File: config.mk
export PLATFORM = sky130hd
export DESIGN_NAME = imem_arbiter
export DESIGN_NICKNAME = d
export VERILOG_FILES = /design/src/rtl/imem_arbiter.sv
export SDC_FILE = /design/constraint.sdc
export NUM_CORES = 1
export LEC_CHECK = 0
export CELL_PAD_IN_SITES_DETAIL_PLACEMENT = 0
export CELL_PAD_IN_SITES_GLOBAL_PLACEMENT = 1
export CORE_MARGIN = 2
export CORE_UTILIZATION = 27
export CTS_CLUSTER_SIZE = 14
export DETAILED_ROUTE_END_ITERATION = 16
export PLACE_DENSITY_LB_ADDON = 0.25
export SYNTH_ARGS = -nofsm -noshare
export SYNTH_HDL_FRONTEND = slang
export SYNTH_SLANG_ARGS = --single-unit
File: constraint.sdc
create_clock -name clk -period 6.3 [get_ports clk]
set_input_delay 0.63 -clock clk [delete_from_list [all_inputs] [get_ports clk]]
set_output_delay 0.63 -clock clk [all_outputs]
set_load 0.02 [all_outputs]
File: src/rtl/imem_arbiter.sv
// ---------------------------------------------------------------------------
// imem_arbiter
//
// Shares one single-port instruction memory between the core's fetch port
// and a loader port. The two ports use a request/grant handshake, and one
// rule covers both:
//   - The requester raises *_req and holds req, address and write data stable
//     until it sees *_gnt high in the same cycle.
//   - The grant is combinational from the current requests and state.
//   - Exactly one cycle after a grant, *_rvalid pulses high for one cycle
//     with the response data.
//
// Arbitration:
//   - Fetch wins contended cycles until the loader has lost STARVE_MAX of
//     them in a row. The next contended cycle then goes to the loader.
//   - Misaligned or out-of-range accesses are still granted, so they
//     complete, but they never touch the memory. Fetch returns a NOP with
//     fetch_fault set. Loader returns load_err set.
//
// Optional feature (macro IMEM_LOADER_LOCK_EN):
//   - A loader grant taken with load_lock = 1 moves the arbiter to LOCKED.
//   - In LOCKED only the loader can be granted.
//   - LOCKED exits on the first cycle that load_lock is low.
//   - Without the macro, load_lock is ignored.
//
// Parameters:
//   IMEM_WORD  - memory depth in 32-bit words
//   STARVE_MAX - contended cycles the loader may lose before it must win
//
// Ports:
//   clk, reset                      clock, async active-high reset
//   fetch_req/addr -> fetch_gnt     fetch request and grant
//   fetch_rvalid/rdata/fault        fetch response (one cycle after grant)
//   load_req/we/addr/wdata/lock     loader request
//   load_gnt                        loader grant
//   load_rvalid/rdata/err           loader response (one cycle after grant)
//   mem_en/we/addr/wdata            memory command
//   mem_rdata                       memory read data, valid one cycle after
//                                   mem_en
//   dbg_state                       current arbiter state (1 = LOCKED)
// ---------------------------------------------------------------------------
module imem_arbiter #(
    parameter int IMEM_WORD  = 4096,
    parameter int STARVE_MAX = 8
) (
    input  logic        clk,
    input  logic        reset,
    input  logic        fetch_req,
    input  logic [31:0] fetch_addr,
    output logic        fetch_gnt,
    output logic        fetch_rvalid,
    output logic [31:0] fetch_rdata,
    output logic        fetch_fault,
    input  logic        load_req,
    input  logic        load_we,
    input  logic [31:0] load_addr,
    input  logic [31:0] load_wdata,
    input  logic        load_lock,
    output logic        load_gnt,
    output logic        load_rvalid,
    output logic [31:0] load_rdata,
    output logic        load_err,
    output logic        mem_en,
    output logic        mem_we,
    output logic [29:0] mem_addr,
    output logic [31:0] mem_wdata,
    input  logic [31:0] mem_rdata,
    output logic        dbg_state
);

    localparam logic [31:0] NOP   = 32'h0000_0013;
    localparam logic [31:0] WORDS = 32'(IMEM_WORD);
    localparam int          CW    = (STARVE_MAX > 0) ? $clog2(STARVE_MAX + 1) : 1;
    localparam logic [CW-1:0] STARVE_LIM = CW'(STARVE_MAX);

`ifdef IMEM_LOADER_LOCK_EN
    typedef enum logic {ST_ARB = 1'b0, ST_LOCKED = 1'b1} state_t;
`else
    typedef enum logic {ST_ARB = 1'b0} state_t;
    logic unused_lock;
    assign unused_lock = load_lock;
`endif

    state_t        state_q, state_d;
    logic [CW-1:0] starve_q, starve_d;
    logic          fetch_bad, load_bad;

    // Response bookkeeping for the access granted in the previous cycle.
    logic          f_pend, f_fault, l_pend, l_err, l_wr;
    logic [31:0]   f_hold, l_hold;

    assign fetch_bad = (fetch_addr[1:0] != 2'b00) || ({2'b00, fetch_addr[31:2]} >= WORDS);
    assign load_bad  = (load_addr[1:0]  != 2'b00) || ({2'b00, load_addr[31:2]}  >= WORDS);

    assign dbg_state = state_q;

    // Grant and next-state logic.
    always_comb begin
        state_d   = state_q;
        starve_d  = starve_q;
        fetch_gnt = 1'b0;
        load_gnt  = 1'b0;
        if (!reset) begin
            if (state_q == ST_ARB) begin
                if (fetch_req && load_req) begin
                    if (starve_q == STARVE_LIM) load_gnt  = 1'b1;
                    else                        fetch_gnt = 1'b1;
                end else if (fetch_req) begin
                    fetch_gnt = 1'b1;
                end else if (load_req) begin
                    load_gnt = 1'b1;
                end
`ifdef IMEM_LOADER_LOCK_EN
                if (load_gnt && load_lock) state_d = ST_LOCKED;
            end else begin
                load_gnt = load_req;
                if (!load_lock) state_d = ST_ARB;
`endif
            end

            // Only a contended cycle that the loader loses counts as starving.
            if (load_gnt) begin
                starve_d = '0;
            end else if (fetch_gnt && load_req && starve_q != STARVE_LIM) begin
                starve_d = starve_q + 1'b1;
            end
        end
    end

    // Memory command.
    // Faulting accesses are granted but never reach the memory.
    always_comb begin
        mem_en    = (fetch_gnt && !fetch_bad) || (load_gnt && !load_bad);
        mem_we    = load_gnt && !load_bad && load_we;
        mem_addr  = load_gnt ? load_addr[31:2] : fetch_addr[31:2];
        mem_wdata = load_wdata;
    end

    // Responses.
    // The rdata outputs pass mem_rdata through in the response cycle.
    // Between responses they show the held copy of the last response.
    always_comb begin
        fetch_rvalid = f_pend;
        fetch_fault  = f_pend && f_fault;
        fetch_rdata  = f_pend ? (f_fault ? NOP : mem_rdata) : f_hold;
        load_rvalid  = l_pend;
        load_err     = l_pend && l_err;
        load_rdata   = l_pend ? ((l_err || l_wr) ? 32'h0 : mem_rdata) : l_hold;
    end

    always_ff @(posedge clk or posedge reset) begin
        if (reset) begin
            state_q  <= ST_ARB;
            starve_q <= '0;
            f_pend   <= 1'b0;
            f_fault  <= 1'b0;
            l_pend   <= 1'b0;
            l_err    <= 1'b0;
            l_wr     <= 1'b0;
            f_hold   <= NOP;
            l_hold   <= 32'h0;
        end else begin
            state_q  <= state_d;
            starve_q <= starve_d;
            f_pend   <= fetch_gnt;
            f_fault  <= fetch_gnt && fetch_bad;
            l_pend   <= load_gnt;
            l_err    <= load_gnt && load_bad;
            l_wr     <= load_gnt && load_we;
            if (f_pend) f_hold <= fetch_rdata;
            if (l_pend) l_hold <= load_rdata;
        end
    end

endmodule

# Word level (Yosys, flattened, before mapping)
# Cells that the tools add are included.
# totals
reg_bits	73
inputBits	134
out_inout_bits	135
word_cells	53
# classes
n_addsub	1
n_lt_le_gt_ge	2
eq_ne	2
n_mux	18
bitwise_logic	1
reduce_logical	21
# op_table
operator	count
32-bit 2-to-1 mux	4
30-bit by 13-bit >= comparator with 1-bit output (second input constant)	2
30-bit 2-to-1 mux	1
1-bit logical AND	11
1-bit 2-to-1 mux	11
4-bit 2-to-1 mux	2
2-bit nonzero test	3
4-bit by 1-bit adder with 4-bit output (second input constant)	1
4-bit equality test (second input constant)	1
1-bit logical OR	4
4-bit inequality test (second input constant)	1
1-bit zero test	2
2-bit AND reduction	1
1-bit inverter	1

# Logic depth before layout (Yosys ltp)
# Gate-level depths: netlist of the first run.
# logic_depth
word_depth	8
ltp_mapped	6

# Least setup slack after synthesis of the first run
# OpenSTA, ideal clock, no wires.
# synth_path
path_type	in2out
startpoint	input port load_addr[15]
endpoint	output port mem_we
t_arrival_ps	1668
path_slack_ps	4002
stages	2
path_buffers	0
path_cell_list	or4_4 nor3_1
# synth_between
elab_chain_cells	5
# synth_rtl
element	line	rtl
from (decl)	56	input logic [31:0] load_addr,
30-bit by 13-bit >= comparator with 1-bit output	93	assign load_bad = (load_addr[1:0] != 2'b00) || ({2'b00, load_addr[31:2]} >= WORDS);
1-bit logical OR	93	
1-bit zero test	134	mem_we = load_gnt && !load_bad && load_we;
1-bit logical AND (2 in series)	134	
to (decl)	64	output logic mem_we,
# No other way between the ends.

# Worst setup path in the final report of the first run
# layout_path
startpoint	input port reset
endpoint	output port mem_addr[21]
# layout_between
elab_chain_cells	2
# layout_rtl
element	line	rtl
from (decl)	47	input logic reset,
1-bit 2-to-1 mux	103	if (!reset) begin
30-bit 2-to-1 mux	135	mem_addr = load_gnt ? load_addr[31:2] : fetch_addr[31:2];
to (decl)	65	output logic [29:0] mem_addr,
# No other way between the ends.

==> results.md, run 1 <==
Outcome:
- The flow ran to the end, and the final reports show no timing, DRC or antenna violations.

Die:
- The y dimension of the die is 127 um.
- The area inside the core boundary is 15000 sq um.
- The starting density of the core is 27.4%.
- In this run the horizontal extent of the chip is 127 um.
- The full die area is 16200 sq um.
- The I/O pin count is 269.
- Row generation in the floorplan step produced 45 rows.

Routing:
- In this run the remaining antenna-violating nets after routing total 0.
- Detailed routing placed a total of 6250 um of wire on met2.
- The uppermost metal layer occupied by signal nets is met4.
- The first routing iteration left 145 violations.
- Dividing the detail-routed via count by the number of cells gives 4.71.
- In the detailed route, the total length drawn on met3 is 1060 um.
- The remaining design rule violation count is 0.
- After detailed routing, the average wire length per cell comes to 15.0 um.
- The vias after detailed routing is 3858.
- The number of optimization iterations in the first detailed-route pass is 4.
- The total wirelength of the detailed-routed design is 12300 um.
- In the final routing, the length of wire on met1 measures 4800 um.

Synth:
- The post-synthesis net count is 610.
- The proportion of register bits with asynchronous set or reset after synthesis is 100%.
- The number of instances in the synthesized netlist is 474.
- The mean cell area of the mapped netlist is 8.68 sq um.
- The synthesized-area fraction occupied by and/or/nand/nor cells is 10.9%.
- The main combinational cell family by area after synthesis is compound AO/OA/AOI/OAI gates.
- Counting distinct cell types in the post-synthesis netlist gives 37.
- The post-synthesis adder-cell area fraction is 0.608%.
- In the synthesized netlist, mux cells make up 8.45% of the area.
- Yosys mapped a number of flops with a built-in enable equal to 0.
- Summing the areas of all xor and xnor instances in the mapped netlist gives 0% of the synthesized area.
- The post-synthesis compound-gate area fraction is 19.8%.
- The flip-flop and latch count after synthesis is 73.
- The sequential share of the synthesized area is 44.5%.
- The commonest register cell after synthesis is sky130_fd_sc_hd__dfrtp_1.
- The total of warnings raised by yosys is 0.
- The synthesized netlist occupies a cell area of 4120 sq um.

Critical path:
- The classification of the worst setup path is in -> out.
- Data arrives at the worst endpoint at 3180 ps.
- The required time at the endpoint of the critical path is 5670 ps.
- Traced cell by cell, the critical path runs through clkdlybuf4s50_1, nand2b_1, a21oi_4, mux2_2, clkdlybuf4s50_1.
- On the critical path, the stage with the largest delay is an instance of sky130_fd_sc_hd__a21oi_4.
- The element type at the critical path start is an input port.
- The maximum cell stage delay along the critical path is 770 ps.
- The cell repeated most along the worst path is sky130_fd_sc_hd__clkdlybuf4s50_1.
- The critical-path maximum fanout is 33.
- The largest delay contributor family on the critical path is buffers and inverters.
- STA classifies the critical path endpoint as an output pin.
- Together, buffers and inverters on the worst path number 2.

Finish:
- Once layout is complete, the utilization of the core stands at 42.1%.
- Compared with the post-synthesis result, the final layout area differs by 53.8%.
- The number of nets at the end of the flow is 763.
- 0 antenna diodes ended up in the layout.
- The share of layout cells above drive strength 1 is 8.87%.
- Once layout is complete, the cells apart from fillers number 819.
- The number of fillers in the final layout is 1506.

Clocking:
- The root buffer cell chosen for the clock tree is sky130_fd_sc_hd__clkbuf_16.
- The clock slew seen by the registers of the worst setup and hold paths is 60 ps.
- The buffer count from post-CTS setup fixing is 0.
- The clock drives 73 sinks.
- The H-tree was split into 3 levels.
- The longest clock path from root to sink contains 2 buffers.
- Gates resized during post-CTS repair numbered 0.
- TritonCTS built the clock tree.
- At the later pin of the worst-skew pair, clock insertion delay measures 330 ps.
- The total CTS buffers is 9.
- The number of hold-repair buffers added at the cts stage is 0.

Timing:
- Setup repair after global routing left no endpoint under its margin.
- The total of endpoints with negative setup slack in the final report is 0.
- For the pin with the worst max-slew slack, the measured transition is 1060 ps.
- The final-layout worst hold slack is 517 ps.
- The maximum clock rate is 262 MHz.
- The setup TNS after final layout is 0 ps.
- The worst path in the final design needs a cycle of 3810 ps, including I/O delays and setup.
- Measured against its own limit, the worst slew margin works out to 29.1%.
- The worst-case clock skew is 6.67 ps.
- The final number of hold-violating endpoints is 0.
- The final period utilization is 60.5%.
- The final-report max-slew violation count is 0.

Global routing:
- The initial antenna violation count is 0.
- Entering global routing, the biggest net connects 99 pins.
- Summed over all layers, the global routing overflow is 0.
- The via count of the first global-routing pass was 3727.
- The first global-routing pass estimated 19000 um of wire.
- In the global route stage, overall resource usage came out at 14.9%.

Placement:
- The count of buffers inserted at the top-level ports is 202.
- The HPWL after detailed placement is 9190 um.
- Once placement completed, the tool counted placed cells totaling 804.
- At the end of routability-driven placement, the weighted congestion stood at 0.755.

Pwr:
- The maximum VDD drop is 123 uV.
- The analysis attributes to cell leakage a power of 2.59 nW.
- The power density over cell area is 323 nW/um^2.
- The overall power consumption is 0.00204 W.

Worst hold path:
- The min-delay analysis places its worst path in the category reg -> reg.

Run:
- Max-cap violations in this run came to 0.
logic make-up (layout without fill, tap and decap cells):
family | count (synthesis) | in the layout
AOI/OAI and AO/OA | 140 | 140
adders and majority gates | 2 | 2
buffers and inverters | 131 | 288
DFF | 73 | 73
muxes | 31 | 31
other | 1 | 1
and+or+nand+nor | 96 | 96
worst reg2reg max path: stages, from the launching register on:
cell	delay, ps
sky130_fd_sc_hd__dfrtp_1	390
sky130_fd_sc_hd__inv_1	110
sky130_fd_sc_hd__ha_1	220
sky130_fd_sc_hd__nand3b_4	120
sky130_fd_sc_hd__a21oi_4	780
sky130_fd_sc_hd__o21a_1	230
Yosys cell counts (2+ instances only):
cell type | count | share of area (%)
sky130_fd_sc_hd__dfrtp_1 | 70 | 43
sky130_fd_sc_hd__o21ai_0 | 69 | 8.4
sky130_fd_sc_hd__inv_1 | 67 | 6.1
sky130_fd_sc_hd__nand2_1 | 65 | 5.9
sky130_fd_sc_hd__o22ai_1 | 58 | 8.8
sky130_fd_sc_hd__buf_4 | 33 | 6.0
sky130_fd_sc_hd__mux2_2 | 26 | 7.1
sky130_fd_sc_hd__clkbuf_1 | 20 | 1.8
sky130_fd_sc_hd__nor4_1 | 9 | 1.4
sky130_fd_sc_hd__buf_2 | 7 | 0.85
sky130_fd_sc_hd__a21oi_1 | 6 | 0.73
sky130_fd_sc_hd__nor2_1 | 6 | 0.55
sky130_fd_sc_hd__mux2_1 | 4 | 1.1
sky130_fd_sc_hd__buf_6 | 3 | 0.82
sky130_fd_sc_hd__dfstp_2 | 3 | 1.9
sky130_fd_sc_hd__a211o_1 | 2 | 0.43
sky130_fd_sc_hd__and2_1 | 2 | 0.30
sky130_fd_sc_hd__ha_1 | 2 | 0.61
sky130_fd_sc_hd__nand3_1 | 2 | 0.24
sky130_fd_sc_hd__nand4_1 | 2 | 0.30
sky130_fd_sc_hd__nor2b_1 | 2 | 0.30
area by class of cell:
class                      instances  area, sq um  area share, %
multi-input combinational        270         1650           26.0
clock inverter                     3         65.1           1.03
inverter                          67          253           3.99
sequential                        73         1830           29.0
timing repair buffer             206         2050           32.4
tap                              188          235           3.72
clock buffer                      12          246           3.89
per-stage QoR:
| stage | setup WS (ps) | area [sq um] |
|---|---|---|
| 6_report | 2490 | 6330 |
| 5_1_grt | 2300 | 6330 |
| 4_1_cts | 2420 | 6330 |
| 3_5_place_dp | 2440 | 6020 |
| 3_3_place_gp | 2470 | 6020 |
| 2_1_floorplan | 3820 | 4120 |
per-layer routing:
metal | global-route usage, % | vias up
met1 | 17.1 | 1798
met4 | 4.27 | 0
met5 | 0 | -
li1 | - | 1886
met2 | 26.2 | 162
met3 | 5.07 | 12
registers in the layout (all words and copies together), names as in the netlist:
| signal | cells |
|---|---|
| load_rvalid | 1 |
| l_hold | 32 |
| l_err | 1 |
| l_wr | 1 |
| starve_q | 4 |
| fetch_rvalid | 1 |
| f_fault | 1 |
| f_hold | 32 |
power by group:
part | switching [W] | internal (W)
Sequential | 0.0000501 | 0.000596
Clock | 0.000185 | 0.000355
Combinational | 0.000449 | 0.000408
Total | 0.000684 | 0.00136
path summary, 6_finish.rpt:
| path | to | depth (start not counted) | from | slack (ps) |
|---|---|---|---|---|
| max | mem_addr[21] | 5 | reset | 2490 |
| min | f_hold[31] | 2 | f_hold[31] | 520 |
| max reg2reg | l_err | 5 | starve_q[0] | 4370 |
| min reg2reg | f_hold[31] | 2 | f_hold[31] | 520 |
| max in group asynchronous | f_fault | 3 | reset | 4610 |
| min in group asynchronous | l_hold[9] | 3 | reset | 1040 |
cells in the final DEF (no fill, tap or decap), types with 2 or more instances in the layout:
master	count
sky130_fd_sc_hd__a211o_1	2
sky130_fd_sc_hd__a21oi_1	6
sky130_fd_sc_hd__and2_1	2
sky130_fd_sc_hd__buf_4	4
sky130_fd_sc_hd__bufinv_16	2
sky130_fd_sc_hd__clkbuf_1	2
sky130_fd_sc_hd__clkbuf_16	9
sky130_fd_sc_hd__clkdlybuf4s50_1	202
sky130_fd_sc_hd__clkinv_2	2
sky130_fd_sc_hd__dfrtp_1	67
sky130_fd_sc_hd__dfrtp_2	3
sky130_fd_sc_hd__dfstp_2	3
sky130_fd_sc_hd__ha_1	2
sky130_fd_sc_hd__inv_1	66
sky130_fd_sc_hd__mux2_1	4
sky130_fd_sc_hd__mux2_2	26
sky130_fd_sc_hd__nand2_1	65
sky130_fd_sc_hd__nand3_1	2
sky130_fd_sc_hd__nand4_1	2
sky130_fd_sc_hd__nor2_1	6
sky130_fd_sc_hd__nor2b_1	2
sky130_fd_sc_hd__nor4_1	9
sky130_fd_sc_hd__o21ai_0	69
sky130_fd_sc_hd__o22ai_1	58
Note: power is estimated with default switching activity, not from simulation.
==> inputs of run 2 (changes only) <==
--- a/config.mk
+++ b/config.mk
@@ -8,7 +8,7 @@
 export CELL_PAD_IN_SITES_DETAIL_PLACEMENT = 0
 export CELL_PAD_IN_SITES_GLOBAL_PLACEMENT = 1
 export CORE_MARGIN = 2
-export CORE_UTILIZATION = 27
+export CORE_UTILIZATION = 23
 export CTS_CLUSTER_SIZE = 14
 export DETAILED_ROUTE_END_ITERATION = 16
 export PLACE_DENSITY_LB_ADDON = 0.25
==> constraint.sdc (replaced) <==
create_clock -name clk -period 3.08 [get_ports clk]
set_input_delay 0.308 -clock clk [delete_from_list [all_inputs] [get_ports clk]]
set_output_delay 0.308 -clock clk [all_outputs]
set_load 0.02 [all_outputs]
==> results.md, run 2 (same netlist as run 1, synthesis figures left out) <==
Die:
- The y dimension of the die was 138 um (+8.1%).
- The count of standard-cell rows is 48 (+6.7%).
- The full die area is 19000 sq um (+17%).
- The starting density of the core was 23.6% (-3.7 points).
- The I/O pin count was 269 (unchanged).
- The width of the chip is 138 um (+8.1%).
- The area inside the core boundary came to 17400 sq um (+16%).

Clocking:
- The clock slew seen by the registers of the worst setup and hold paths was 60 ps (about the same).
- The latest clock arrival within the worst-skew pair came to 330 ps (about the same).
- The number of hold-repair buffers added at the cts stage is 0 (unchanged).
- The count of instances resized after the clock tree is built is 0 (unchanged).
- The clock tree from TritonCTS is built.
- The total CTS buffers is 9 (unchanged).
- The number of levels in the clock H-tree was 3 (unchanged).
- The maximum clock insertion buffer count came to 2 (unchanged).
- The buffer count from post-CTS setup fixing is 0 (unchanged).
- The number of clock sinks is 73 (unchanged).
- The clock root buffer is sky130_fd_sc_hd__clkbuf_16.

Pwr:
- The overall power consumption is 0.00415 W (+100%).
- The internal power consumption is 0.00273 W (+100%).
- The power density over cell area is 647 nW/um^2 (+100%).
- The static leakage is 2.61 nW (+0.98%).
- The share of power burned in combinational logic is 42.7% (+0.7 points).
- The maximum VDD drop is 230 uV (+86%).
- The sequential share of power is 32.0% (+0.4 points).
- The switching part of the total power came to 34.2% (+0.69 points).
- The relative contribution of the clock network to total power is 25.3% (-1.1 points).
- The switching power summed over all nets is 0.00142 W (+110%).

Critical path:
- Traced cell by cell, the critical path runs through inv_1, ha_1, nand3b_4, a21oi_4, buf_12, mux2_1, clkdlybuf4s50_1.
- The worst flop-to-flop path endpoint is f_fault.
- The slowest stage of the critical path belongs to the cell sky130_fd_sc_hd__clkdlybuf4s50_1.
- The depth of the most critical reg-to-reg path was 5 (unchanged).
- The critical-path maximum fanout was 33 (unchanged).
- The element type at the critical path start is a flop.
- The maximum cell stage delay along the critical path is 560 ps (-210 ps).
- The required time at the endpoint of the critical path is 2770 ps (-2900 ps).
- The arrival time reported for the critical path endpoint is 2530 ps (-650 ps).
- In this run the critical register-to-register path is launched from starve_q[0].
- The setup slack on the worst flop-to-flop path came to 1520 ps (-2850 ps).
- The kind of end point of the critical path is an output pin.
- The classification of the worst setup path is reg -> out.

Finish:
- The core utilization of the finished layout came to 36.9% (-5.2 points).
- In the layout the commonest cells are sky130_fd_sc_hd__clkdlybuf4s50_1 (201), sky130_fd_sc_hd__o21ai_0 (69), sky130_fd_sc_hd__dfrtp_1 (67), sky130_fd_sc_hd__inv_1 (66), sky130_fd_sc_hd__nand2_1 (65).
- The library cell used most frequently in the layout, excluding fill and tap cells, is sky130_fd_sc_hd__clkdlybuf4s50_1.
- Relative to the synthesized area, the layout overhead comes to 56.0%.
- The largest registers in the layout are f_hold x32, l_hold x32, starve_q x4.
- The final antenna diode count is 0 (unchanged).
- The share of layout cells above drive strength 1 is 9.61% (+0.73 points).
- The number of nets at the end of the flow is 766 (+0.39%).

Routing:
- The antenna violation net count after detailed routing was 0 (unchanged).
- The uppermost metal layer occupied by signal nets is met4.
- The vias after detailed routing came to 3840 (-0.47%).
- The total wirelength of the detailed-routed design is 13300 um (+8.1%).
- The routed length per placed instance was 15.4 um (+2.9%).
- The met2 wire length was 6940 um (+11%).
- The iteration-0 DRC count of the detailed router is 76 (-48%).
- The total met3 wirelength after detailed routing is 1070 um (+0.75%).
- The wire length on met1 came to 5100 um (+6.1%).
- The number of vias per cell is 4.47 (-5.2%).
- The remaining design rule violation count was 0 (unchanged).
- The number of optimization iterations in the first detailed-route pass is 6 (+2).

Timing:
- Setup repair after global routing left no endpoint under its margin.
- The worst-case clock skew is 6.59 ps (-0.0787 ps).
- The total of endpoints with negative setup slack in the final report was 0 (unchanged).
- The final-layout worst hold slack is 491 ps (-26.5 ps).
- The setup TNS after final layout is 0 ps (unchanged).
- The final-report max-slew violation count is 0 (unchanged).
- The worst-margin pin slew is 771 ps (-293 ps).
- The worst slew slack as a fraction of its limit was 48.6% (+20 points).
- Static timing analysis puts the maximum clock frequency at 353 MHz.
- The final period utilization is 92.1%.
- The final number of hold-violating endpoints was 0 (unchanged).
- The minimum clock period is 2840 ps.

Global routing:
- The initial antenna violation count is 0 (unchanged).
- The via count of the first global-routing pass was 3804 (+2.1%).
- The maximum number of pins on one net before global-route repair was 67 (-32%).
- The final global-route overflow total is 0 (unchanged).
- The total routing usage reported by global routing is 13.8% (-1.1 points).
- The wire length of the first global-routing pass is 20000 um (+5.1%).

Outcome:
- The flow ran to the end, and the final reports show no timing, DRC or antenna violations.

Worst hold path:
- The path category of the worst min-delay check is in -> async.

Run:
- The number of max-capacitance violations reported is 0 (unchanged).

Placement:
- The half-perimeter wire length of the detailed placement result is 10100 um (+10%).
- The final estimated routing congestion in global placement is 0.743 (-1.6%).
- The count of buffers inserted at the top-level ports is 202 (unchanged).
==> run 2: changes by cell type in the layout (fill, tap and decap cells not counted), sizes merged <==
cell and change:
clkbuf +1, clkdlybuf4s50 -1, buf +4, bufinv -1, clkinv +1
==> run 2: area by class of cell <==
type | instances | area [sq um]
Fill cell | 1804 | 11000
Timing Repair Buffer | 209 | 2110
Sequential cell | 73 | 1830
Multi-Input combinational cell | 270 | 1650
Tap cell | 225 | 282
Clock buffer | 13 | 260
Inverter | 67 | 253
Clock inverter | 3 | 40.0
==> run 2: through the flow <==
step           setup slack, ps  cell area, sq um  cells
2_1_floorplan              924              4120    474
6_report                   244              6420    860
4_1_cts                    203              6420    860
3_5_place_dp               326              6120    844
3_3_place_gp               335              6120    844
5_1_grt                    125              6420    860
==> run 2: how the worst max path moves through the flow <==
| stage | startpoint | to | slack, ps | depth (start not counted) |
|---|---|---|---|---|
| final | starve_q[0] | mem_addr[20] | 240 | 7 |
| after global routing | starve_q[0] | mem_en | 130 | 6 |
| after CTS | starve_q[0] | mem_en | 200 | 6 |
| after detailed placement | reset | mem_addr[20] | 330 | 6 |
| after global placement | reset | mem_addr[20] | 340 | 6 |
| after floorplan | reset | f_fault | 920 | 1 |
==> run 2: per-layer routing <==
layer | track usage [%] | vias to the layer above
met1 | 15.0 | 1782
met4 | 4.37 | 0
met5 | 0 | -
met2 | 25.4 | 153
li1 | - | 1894
met3 | 4.27 | 11
==> run 2: power by group through the flow <==
stage	sequential, W	combinational (W)	clock (W)
floorplan	0.00130	0.00104	0
global placement	0.00134	0.00178	0
detailed placement	0.00135	0.00180	0
CTS	0.00133	0.00181	0.00110
global route	0.00136	0.00193	0.00114
finish	0.00133	0.00177	0.00105
==> run 2: critical path: cells and delay by family, from the launching register on <==
kind,cells,cell delay (ps)
adder cells (fa/ha/maj),1,220
AND/OR/NAND/NOR,1,120
AO/OA/AOI/OAI,1,180
buffers and inverters,3,870
flip-flops,1,400
multiplexers,1,400
